<file path="src/rtl/alu_mc.sv">
`default_nettype none
// ============================================================================
// alu_mc : multi-cycle ALU with iterative mult/div and a valid/ready handshake.
//          Optional zero/carry/ovf flag outputs are enabled by ALU_FLAGS_EN.
// Revision: 1.0
// ============================================================================
module alu_mc #(
  parameter int WIDTH          = 32,
  parameter int BITS_PER_CYCLE = 1
) (
  input  logic             clk,
  input  logic             rst_n,
  input  logic             in_valid,
  output logic             in_ready,
  input  logic [11:0]      cnt,
  input  logic [WIDTH-1:0] rs,
  input  logic [WIDTH-1:0] rt,
  input  logic [WIDTH-1:0] imm,
  output logic             out_valid,
  input  logic             out_ready,
  output logic [WIDTH-1:0] out,
  output logic [WIDTH-1:0] out_hi,
  output logic             err
`ifdef ALU_FLAGS_EN
  ,
  output logic             zero,
  output logic             carry,
  output logic             ovf
`endif
);

  localparam int ITER = WIDTH / BITS_PER_CYCLE;
  localparam int CW   = $clog2(ITER + 1);

  localparam logic [11:0] c_ADD  = 12'd32;
  localparam logic [11:0] c_SUB  = 12'd34;
  localparam logic [11:0] c_MULT = 12'd24;
  localparam logic [11:0] c_DIV  = 12'd26;
  localparam logic [11:0] c_AND  = 12'd36;
  localparam logic [11:0] c_OR   = 12'd37;
  localparam logic [11:0] c_ADDI = 12'd512;
  localparam logic [11:0] c_ANDI = 12'd768;
  localparam logic [11:0] c_ORI  = 12'd832;
  localparam logic [11:0] c_LW   = 12'd2048;
  localparam logic [11:0] c_SW   = 12'd2560;

  typedef enum logic [1:0] {
    S_IDLE = 2'd0,
    S_BUSY = 2'd1,
    S_DONE = 2'd2
  } state_t;

  state_t           state_q, state_d;
  logic [CW-1:0]    iter_q;
  logic             div_q;
  logic [WIDTH:0]   hi_q;
  logic [WIDTH-1:0] lo_q, b_q;
  logic [WIDTH-1:0] out_q, out_hi_q;
  logic             err_q;

  logic             w_accept, w_long, w_load_1c, w_fin, w_err;
  logic [WIDTH-1:0] w_opb, w_add, w_res, w_lo;
  logic [WIDTH:0]   w_hi, w_sum;

  // Single-cycle datapath, evaluated on the live inputs at the accept edge.
  always_comb begin
    w_long = (cnt == c_MULT) || (cnt == c_DIV);
    w_opb  = (cnt == c_ADD) ? rt : imm;
    w_add  = rs + w_opb;
    w_res  = '0;
    w_err  = 1'b0;
    case (cnt)
      c_ADD, c_ADDI, c_LW, c_SW: w_res = w_add;
      c_SUB:                     w_res = rs - rt;
      c_AND:                     w_res = rs & rt;
      c_OR:                      w_res = rs | rt;
      c_ANDI:                    w_res = rs & imm;
      c_ORI:                     w_res = rs | imm;
      c_MULT, c_DIV:             w_res = '0;
      default:                   w_err = 1'b1;
    endcase
  end

  // One iteration step: shift-add multiply or restoring divide. A zero divisor
  // naturally yields an all-ones quotient and the dividend as remainder.
  always_comb begin
    w_hi  = hi_q;
    w_lo  = lo_q;
    w_sum = '0;
    for (int i = 0; i < BITS_PER_CYCLE; i++) begin
      if (div_q) begin
        w_hi = {w_hi[WIDTH-1:0], w_lo[WIDTH-1]};
        w_lo = {w_lo[WIDTH-2:0], 1'b0};
        if (w_hi >= {1'b0, b_q}) begin
          w_hi    = w_hi - {1'b0, b_q};
          w_lo[0] = 1'b1;
        end
      end else begin
        w_sum = w_hi + (w_lo[0] ? {1'b0, b_q} : '0);
        w_lo  = {w_sum[0], w_lo[WIDTH-1:1]};
        w_hi  = {1'b0, w_sum[WIDTH:1]};
      end
    end
  end

  always_comb begin
    state_d  = state_q;
    in_ready = (state_q == S_IDLE) || ((state_q == S_DONE) && out_ready);
    case (state_q)
      S_IDLE: if (in_valid) state_d = w_long ? S_BUSY : S_DONE;
      S_BUSY: if (iter_q == CW'(1)) state_d = S_DONE;
      S_DONE: if (out_ready) state_d = !in_valid ? S_IDLE : (w_long ? S_BUSY : S_DONE);
      default: state_d = S_IDLE;
    endcase
  end

  assign w_accept  = in_valid && in_ready;
  assign w_load_1c = w_accept && !w_long;
  assign w_fin     = (state_q == S_BUSY) && (iter_q == CW'(1));

  always_ff @(posedge clk) begin
    if (!rst_n) begin
      state_q  <= S_IDLE;
      out_q    <= '0;
      out_hi_q <= '0;
      err_q    <= 1'b0;
      iter_q   <= '0;
      div_q    <= 1'b0;
      hi_q     <= '0;
      lo_q     <= '0;
      b_q      <= '0;
    end else begin
      state_q <= state_d;
      if (w_accept && w_long) begin
        hi_q   <= '0;
        lo_q   <= rs;
        b_q    <= rt;
        div_q  <= (cnt == c_DIV);
        iter_q <= CW'(ITER);
      end else if (state_q == S_BUSY) begin
        hi_q   <= w_hi;
        lo_q   <= w_lo;
        iter_q <= iter_q - CW'(1);
      end
      if (w_load_1c) begin
        out_q    <= w_res;
        out_hi_q <= '0;
        err_q    <= w_err;
      end else if (w_fin) begin
        out_q    <= w_lo;
        out_hi_q <= w_hi[WIDTH-1:0];
        err_q    <= 1'b0;
      end
    end
  end

  assign out_valid = (state_q == S_DONE);
  assign out       = out_q;
  assign out_hi    = out_hi_q;
  assign err       = err_q;

`ifdef ALU_FLAGS_EN
  logic zero_q, carry_q, ovf_q, w_carry, w_ovf;

  // Carry out of an unsigned add shows up as the sum wrapping below rs.
  always_comb begin
    w_carry = 1'b0;
    w_ovf   = 1'b0;
    case (cnt)
      c_ADD, c_ADDI, c_LW, c_SW: begin
        w_carry = (w_add < rs);
        w_ovf   = (rs[WIDTH-1] == w_opb[WIDTH-1]) && (w_add[WIDTH-1] != rs[WIDTH-1]);
      end
      c_SUB: begin
        w_carry = (rs < rt);
        w_ovf   = (rs[WIDTH-1] != rt[WIDTH-1]) && (w_res[WIDTH-1] != rs[WIDTH-1]);
      end
      default: ;
    endcase
  end

  always_ff @(posedge clk) begin
    if (!rst_n) begin
      zero_q  <= 1'b0;
      carry_q <= 1'b0;
      ovf_q   <= 1'b0;
    end else if (w_load_1c) begin
      zero_q  <= (w_res == '0);
      carry_q <= w_carry;
      ovf_q   <= w_ovf;
    end else if (w_fin) begin
      zero_q  <= (w_lo == '0);
      carry_q <= 1'b0;
      ovf_q   <= 1'b0;
    end
  end

  assign zero  = zero_q;
  assign carry = carry_q;
  assign ovf   = ovf_q;
`endif

endmodule
`default_nettype wire

</file>
<file path="config.mk">
export PLATFORM = sky130hd
export DESIGN_NAME = alu_mc
export DESIGN_NICKNAME = d
export VERILOG_FILES = /design/src/rtl/alu_mc.sv
export SDC_FILE = /design/constraint.sdc
export NUM_CORES = 1
export LEC_CHECK = 0
export CORE_ASPECT_RATIO = 1.2
export CORE_MARGIN = 1
export CORE_UTILIZATION = 53
export DETAILED_ROUTE_END_ITERATION = 10
export GPL_TIMING_DRIVEN = 0
export PLACE_DENSITY = 0.83
export REMOVE_ABC_BUFFERS = 1
export SLEW_MARGIN = 20
export SYNTH_ARGS = -nofsm -noshare
export SYNTH_HDL_FRONTEND = slang
export SYNTH_SLANG_ARGS = --single-unit
</file>
<file path="constraint.sdc">
create_clock -name clk -period 7.45 [get_ports clk]
set_input_delay 1.8625 -clock clk [delete_from_list [all_inputs] [get_ports clk]]
set_output_delay 1.8625 -clock clk [all_outputs]
set_load 0.02 [all_outputs]
</file>
# Word level (Yosys, flattened, before mapping)
# Index checks and enable logic that the tools add are counted.
# word_totals
regBits,171
wordCells,76
# op_classes
n_addsub,5
order_cmp,1
eq_ne,17
n_mux,22
bitwise_logic,5
reduce_logical,16
# ops
cell,n
$mux 32,7
$pmux 32 s6,1
$mux 33,2
$and 32x32->32,2
$or 32x32->32,2
$eq 12x6->1 const B,4
$eq 12x10->1 const B,3
$add 33x32->33,1
$ge 33x32->1,1
$sub 33x32->33,1
$add 32x32->32,1
$sub 32x32->32,1
$eq 12x12->1 const B,2
$eq 12x5->1 const B,2
$mux 6,2
$reduce_or 11->1,1
$mux 2,5
$eq 6x1->1 const B,1
$pmux 2 s3,1
$sub 6x1->6 const B,1
$logic_and 1x1->1,5
$mux 1,4
$ne 2x2->1 const B,2
$reduce_bool 2->1,2
10 further kinds,12

# Depth between registers and ports, before layout
# Gate-level depths: netlist (run 1).
# logic_depth
depth_word,6
mapped_depth,27

# Least setup slack after synthesis (run 1)
# No wires, ideal clock.
# synth_timing
path_type,input to register
startpoint,input cnt[9]
endpoint,register out_q[31] (netlist: out[31])
arrival_time_ns,6.985
setup_slack_ns,0.342
cell_stages,26
path_buffers,4
cell_sequence,nor4_2 nand4_1 clkbuf_8 buf_4 clkbuf_1 clkbuf_1 mux2i_1 ha_1 o21ai_2 nor2_4 nand2_1 a211o_1 and3_1 nor3_1 o22ai_1 ha_1 and4_1 a221o_1 or3_1 o21ai_2 o21a_1 nor2_1 or4_1 a31oi_1 xnor2_1 o21ai_1
# synth_via
elab_chain_len,5
elab_cells_between_ends,20
cone_classes,1 x add/sub; 11 x eq/ne; 3 x mux; 5 x reduce/logical
# synth_rtl
element,line_no,text
"start, declared",15,"input logic [11:0] cnt,"
$eq 12x6->1 / $eq 12x5->1 (equally long branches),"68, 72, 67",
$mux 32 / $logic_or 1x1->1 (equally long branches),"68, 67",
$add 32x32->32 / $logic_not 1->1 (equally long branches),"69, 118",
$pmux 32 s6 / $logic_and 1x1->1 (equally long branches),"72, 118",
$mux 32 / $reduce_bool 2->1 (equally long branches),n/a,
"end signal, assigned",146,out_q <= w_res;
"end signal, assigned",150,out_q <= w_lo;
"end, declared",58,"logic [WIDTH-1:0] out_q, out_hi_q;"
# Parallel ways exist; a longest one is shown, timed or not.
# A chain may end at the register's enable or synchronous reset.

# Worst setup path after layout (run 1)
# Ends and elaborated chain as after synthesis.

==> results of run 1 <==
[cell type report]
cell class	count	area, µm²
Clock inverter	14	158
Clock buffer	18	439
Multi-Input combinational cell	1781	11600
Timing Repair Buffer	205	2190
Fill cell	2542	10500
Sequential cell	171	3430
Tap cell	385	482
Inverter	59	221
[worst paths after layout]
kind,startpoint,end,slack [ns],cells past startpoint
worst max-delay path,cnt[9],out[31],0.24,25
worst max register to register,lo_q[0],hi_q[19],3.03,15
worst min register to register,out_hi[23],out_hi[23],0.45,2
worst min-delay path,out_hi[23],out_hi[23],0.45,2
[power by group through the flow]
stage               clock network, W  logic, W  registers, W
floorplan                          0  0.000223      0.000959
global placement                   0  0.000414      0.000949
detailed placement                 0  0.000423      0.000949
CTS                         0.000952  0.000427      0.000928
global route                0.000985  0.000477      0.000929
finish                      0.000941  0.000445      0.000928
[sequential cells by signal, indices dropped and copies added, names as in the netlist]
signal   cells
hi_q        33
b_q         32
lo_q        32
out         32
out_hi      32
iter_q       6
state_q      2
div_q        1
err          1
[critical path, stage by stage]
cell and delay (ns):
clkdlybuf4s50_1 0.50, nor4_4 0.43, nand4_1 0.24, buf_4 0.20
buf_4 0.18, buf_6 0.17, nor2_1 0.14, a22oi_1 0.13
nor2_4 0.25, nand2_1 0.12, a211o_1 0.32, and3_1 0.19
nor3_1 0.12, o22ai_1 0.10, ha_1 0.36, and4_1 0.24
a221o_1 0.33, or3_1 0.33, o21ai_2 0.19, o21a_1 0.18
nor2_1 0.07, or4_1 0.41, a31oi_1 0.23, xnor2_1 0.15
o21ai_1 0.07
[through the flow]
stage	worst slack [ns]	instance area [µm²]	std cells
after global routing	0.00208	18500	2633
after detailed placement	-0.963	17800	2592
after floorplan	-0.849	15100	2010
after global placement	-3.71	17400	2573
final	0.236	18500	2633
after CTS	0.0544	18400	2625
[timing repair]
action / CTS / global route
resized for setup: 0 / 13
hold buffers: 0 / 0
cloned: 0 / 1
pin swaps: 1 / 5
buffers inserted: 1 / 6
endpoints found under the setup margin: 8 / 8
[kinds of logic after synthesis]
| kind of cell | Yosys count | share of synthesized area (%) |
|---|---|---|
| XOR/XNOR | 86 | 4.78 |
| buffers and inverters | 206 | 5.55 |
| AND/OR/NAND/NOR | 734 | 22.1 |
| adder cells (fa/ha/maj) | 123 | 9.57 |
| multiplexers | 54 | 3.65 |
| AO/OA/AOI/OAI | 783 | 32.6 |
| flip-flops | 171 | 21.7 |
[cell usage after synthesis, drive strengths merged (27+ instances only)]
master  count
nor2b      43
a21boi     57
a211oi     27
nor3       50
nand3      66
o21ai     185
o211ai     38
nand2     258
clkbuf    122
and2       47
mux2i      30
a21oi     196
ha         98
a21o       59
dfxtp     171
xnor2      50
inv        59
xor2       36
nor2      171
[layer usage]
layer | up-vias | part of all wire (%)
met4 | 2 | 5.3
met2 | 1082 | 47
met1 | 7998 | 39
met3 | 233 | 9.1
met5 | - | 0.033
li1 | 8079 | -
==> impl_metrics.ini, run 1 <==
[status]
run_status = complete, no violations

[synthesis]
synthCells = 2157
synth.yosys.seq_area_share_pct = 21.7
yosys_most_used_dff = dfxtp_1
async_reset_ff_share_pct = 0
syn_avg_cell_area_um2 = 7.30
yosys_warnings = 0
syn_area_um2 = 15700
synth_top_area_cell = dfxtp_1
ys_ff_latch = 171
ys_types = 92
netlist_top_cells_area = dfxtp_1, ha_1, a21oi_1
synth_top_area_share_pct = 21.7
synth_edf_count = 0

[cells_and_area]
diodes = 0
layout-drive-gt1-share_pct = 6.45
area_growth_pct = 17.5
final_cell_mix = nand2_1, a21oi_1, clkdlybuf4s50_1
utilization_pct = 63.8
final_common_cell = nand2_1
fin_nets = 2448

[clock_tree]
clockBufferDepth = 2
clock_sinks = 171
insertion_delay_ns = 0.45
root_buffer = clkbuf_16
htreeDepth = 4
numCtsBuffers = 17
cts_tree = done
cts.clk_slew.worst_paths_ns = 0.07

[global_routing]
grt_pass1_wl_um = 85100
gr-usage-all-layers_pct = 34.8
grt.overflow.total = 0
grt_busiest_layer = met2
use_met3_pct = 4.63
grt_pass1_vias = 16600
grtUsageMet1_pct = 41.9
antenna_found_initial = 1
met2_usage_pct = 59.2
grt_max_degree = 73

[route]
ant_nets = 0
num_vias = 17400
wl_um = 54300
vias_per_cell = 6.61
avgRoutedWirePerCell_um = 20.6
drt_first_pass_iters = 8
drt_iter0_markers = 1943
drc = 0

[die]
chipHeight_um = 191
start_util_pct = 54.3
num_io_pins = 179
die_w_um = 159
die_area_um2 = 30400
fp-row-count = 68
core_area_um2 = 29000

[timing]
slew_violations = 0
whs_ns = 0.453
fmax_ghz = 0.139
hold_viol = 0
setup_viol = 0
tightest_slew_ns = 1.13
finalCritPeriodShare_pct = 96.8
slew-limit-headroom_pct = 24.3
tns_ns = 0
period_needed_ns = 7.21
rsz0062_at_grt = no
finalClockSkew_ns = 0.0103

[pwr]
p_per_area_nw_per_um2 = 125
power_w = 0.00231
intPower_w = 0.00163
ir_worst_vdd_uv = 131
p_sw_w = 0.000686
p_leak_nw = 7.02
swShare_pct = 29.6
power_frac_clock_pct = 40.7
seqPwrFrac_pct = 40.1
combPwrFrac_pct = 19.2

[flow_run]
drv_cap = 0

[worst_setup_path]
critical_path_arrival_ns = 7.54
cp.required_ns = 7.78
critPathKind = in2reg
critPathLaunchType = input pin
cp-end-kind = flop
crit_fanout = 19

[worst_hold_path]
min_path_type = reg2reg

[place]
hpwl_um = 38800
portBuffers = 178
place.gp.congestion = 0.928
Power figures use the tool's default switching activity.
==> run 2: changes to the inputs <==
- CORE_ASPECT_RATIO: 1.2 -> 0.5
==> run 2 against run 1 <==
Combinational power hardly changed. Worst setup slack better by 0.010 ns. Highest routed layer is now met4. Final cell count is 0.19% higher. Sequential share of layout area is 0.060 points higher. Count of clock-buffer cells in the layout stayed put. Clock power is 4.8% lower. Largest cell class unchanged.
==> impl_metrics.ini, run 2 (same netlist as run 1, synthesis figures left out) <==
[status]
run_status = complete, no violations

[worst_setup_path]
critPathKind = in2reg
startpoint = cnt[0]
timing.rr.end = hi_q[19]
critPathLaunchType = input pin
reg2regPathDepth = 15
critical_path_arrival_ns = 7.55
crit_fanout = 31
cp.required_ns = 7.80
cp-end-kind = flop
regToRegSetupSlack_ns = 3.30
reg2reg_from = lo_q[0]

[pwr]
swShare_pct = 30.9
intPower_w = 0.00157
power_frac_clock_pct = 39.5
p_leak_nw = 6.98
p_per_area_nw_per_um2 = 123
ir_worst_vdd_uv = 174
combPwrFrac_pct = 19.5
seqPwrFrac_pct = 40.9
p_sw_w = 0.000701

[global_routing]
grt.overflow.total = 0
grt_max_degree = 77
grt_pass1_wl_um = 82600
grt_pass1_vias = 15500
gr-usage-all-layers_pct = 34.3
antenna_found_initial = 2

[die]
start_util_pct = 54.1
fp-row-count = 44
core_area_um2 = 29100
num_io_pins = 179
die_w_um = 246
die_area_um2 = 30400
chipHeight_um = 124

[clock_tree]
cts_tree = done
ctsHoldBuffers = 0
insertion_delay_ns = 0.47
clock_sinks = 171
numCtsBuffers = 17
clockBufferDepth = 2
root_buffer = clkbuf_16
cts.clk_slew.worst_paths_ns = 0.08
htreeDepth = 4

[place]
portBuffers = 178
dpl.cell_count = 2599
placed_cell_area_um2 = 17800
dp_worst_setup_slack_ns = -0.452
place.gp.congestion = 0.961
hpwl_um = 38100

[timing]
finalCritPeriodShare_pct = 96.7
finalClockSkew_ns = 0.0132
layout_setup_ws_ns = 0.246
tightest_slew_ns = 1.21
slew-limit-headroom_pct = 19.3
hold_viol = 0
setup_viol = 0
rsz0062_at_grt = no
period_needed_ns = 7.20
slew_violations = 0
fmax_ghz = 0.139

[cells_and_area]
final_common_cell = nand2_1
fin_nets = 2444
final_cell_mix = nand2_1, a21oi_1, clkdlybuf4s50_1
utilization_pct = 63.3
largest_reg_flops = 33
fin_cells = 2638
top_register = hi_q
final_area_um2 = 18400
layout-drive-gt1-share_pct = 6.06
area_growth_pct = 17.1

[route]
wl_um = 53900
avgRoutedWirePerCell_um = 20.4
drt_iter0_markers = 2088
ant_nets = 0
vias_per_cell = 6.56
drc = 0
drt_first_pass_iters = 7
num_vias = 17300

[worst_hold_path]
min_path_type = reg2reg
worstHoldEndpoint = out_hi[10]
holdPathStages = 2
hp-start = out_hi[10]

[flow_run]
drv_cap = 0
[run 2: power groups by stage]
stage	Sequential [W]	Clock, W	Combinational, W
final	0.000928	0.000896	0.000443
after CTS	0.000928	0.000893	0.000428
after detailed placement	0.000949	0	0.000423
after global placement	0.000949	0	0.000417
after floorplan	0.000959	0	0.000223
after global routing	0.000929	0.000930	0.000474
[run 2: worst max-delay path, stage by stage]
cell and delay, ns:
buf_2 0.66, nor2_1 0.30, nand4_1 0.18, buf_4 0.17, mux2i_1 0.22, ha_2 0.30, o21ai_2 0.19, nor2_4 0.23
nand2_1 0.13, a211o_1 0.33, and3_1 0.19, nor3_1 0.13, o22ai_1 0.10, ha_1 0.34, and4_1 0.23, a221o_1 0.33
or3_1 0.33, o21ai_2 0.19, o21a_1 0.18, nor2_1 0.06, or4_1 0.40, a31oi_1 0.25, xnor2_1 0.16, o21ai_1 0.07
[run 2: worst max-delay path by stage]
stage / endpoint / slack (ns) / cells past startpoint
floorplan: out[31] / -0.85 / 22
global placement: lo_q[14] / -3.90 / 8
detailed placement: out[31] / -0.45 / 23
CTS: out[31] / 0.001 / 23
global route: out[31] / 0.02 / 22
finish: out[31] / 0.25 / 24
[run 2: cell type report]
type / instances / area, µm²
antenna: 4 / 10.0
tap: 391 / 489
fill: 2518 / 10700
multi-input combinational: 1781 / 11600
timing repair buffer: 201 / 2160
sequential: 171 / 3430
clock buffer: 18 / 439
inverter: 59 / 221
clock inverter: 13 / 128
[run 2: metrics by stage]
| step | TNS [ns] | total power [W] | hold slack [ns] |
|---|---|---|---|
| floorplan | -4.29 | 0.00118 | 0.441 |
| global placement | -237.02 | 0.00137 | 0.442 |
| detailed placement | -1.96 | 0.00137 | 0.449 |
| CTS | 0 | 0.00225 | 0.460 |
| global route | 0 | 0.00233 | 0.484 |
| finish | 0 | 0.00227 | 0.459 |
[run 2: per-layer routing]
layer / share of wire [%] / GRT usage, %
met5: 0 / 0
met4: 3.8 / 16.6
met3: 10 / 6.70
met2: 44 / 54.4
met1: 42 / 44.8
[run 2: repair_timing]
action	CTS	global route
pin swaps	0	4
cloned	0	1
setup buffers	0	3
setup endpoints to repair	2	9
resized for setup	1	9
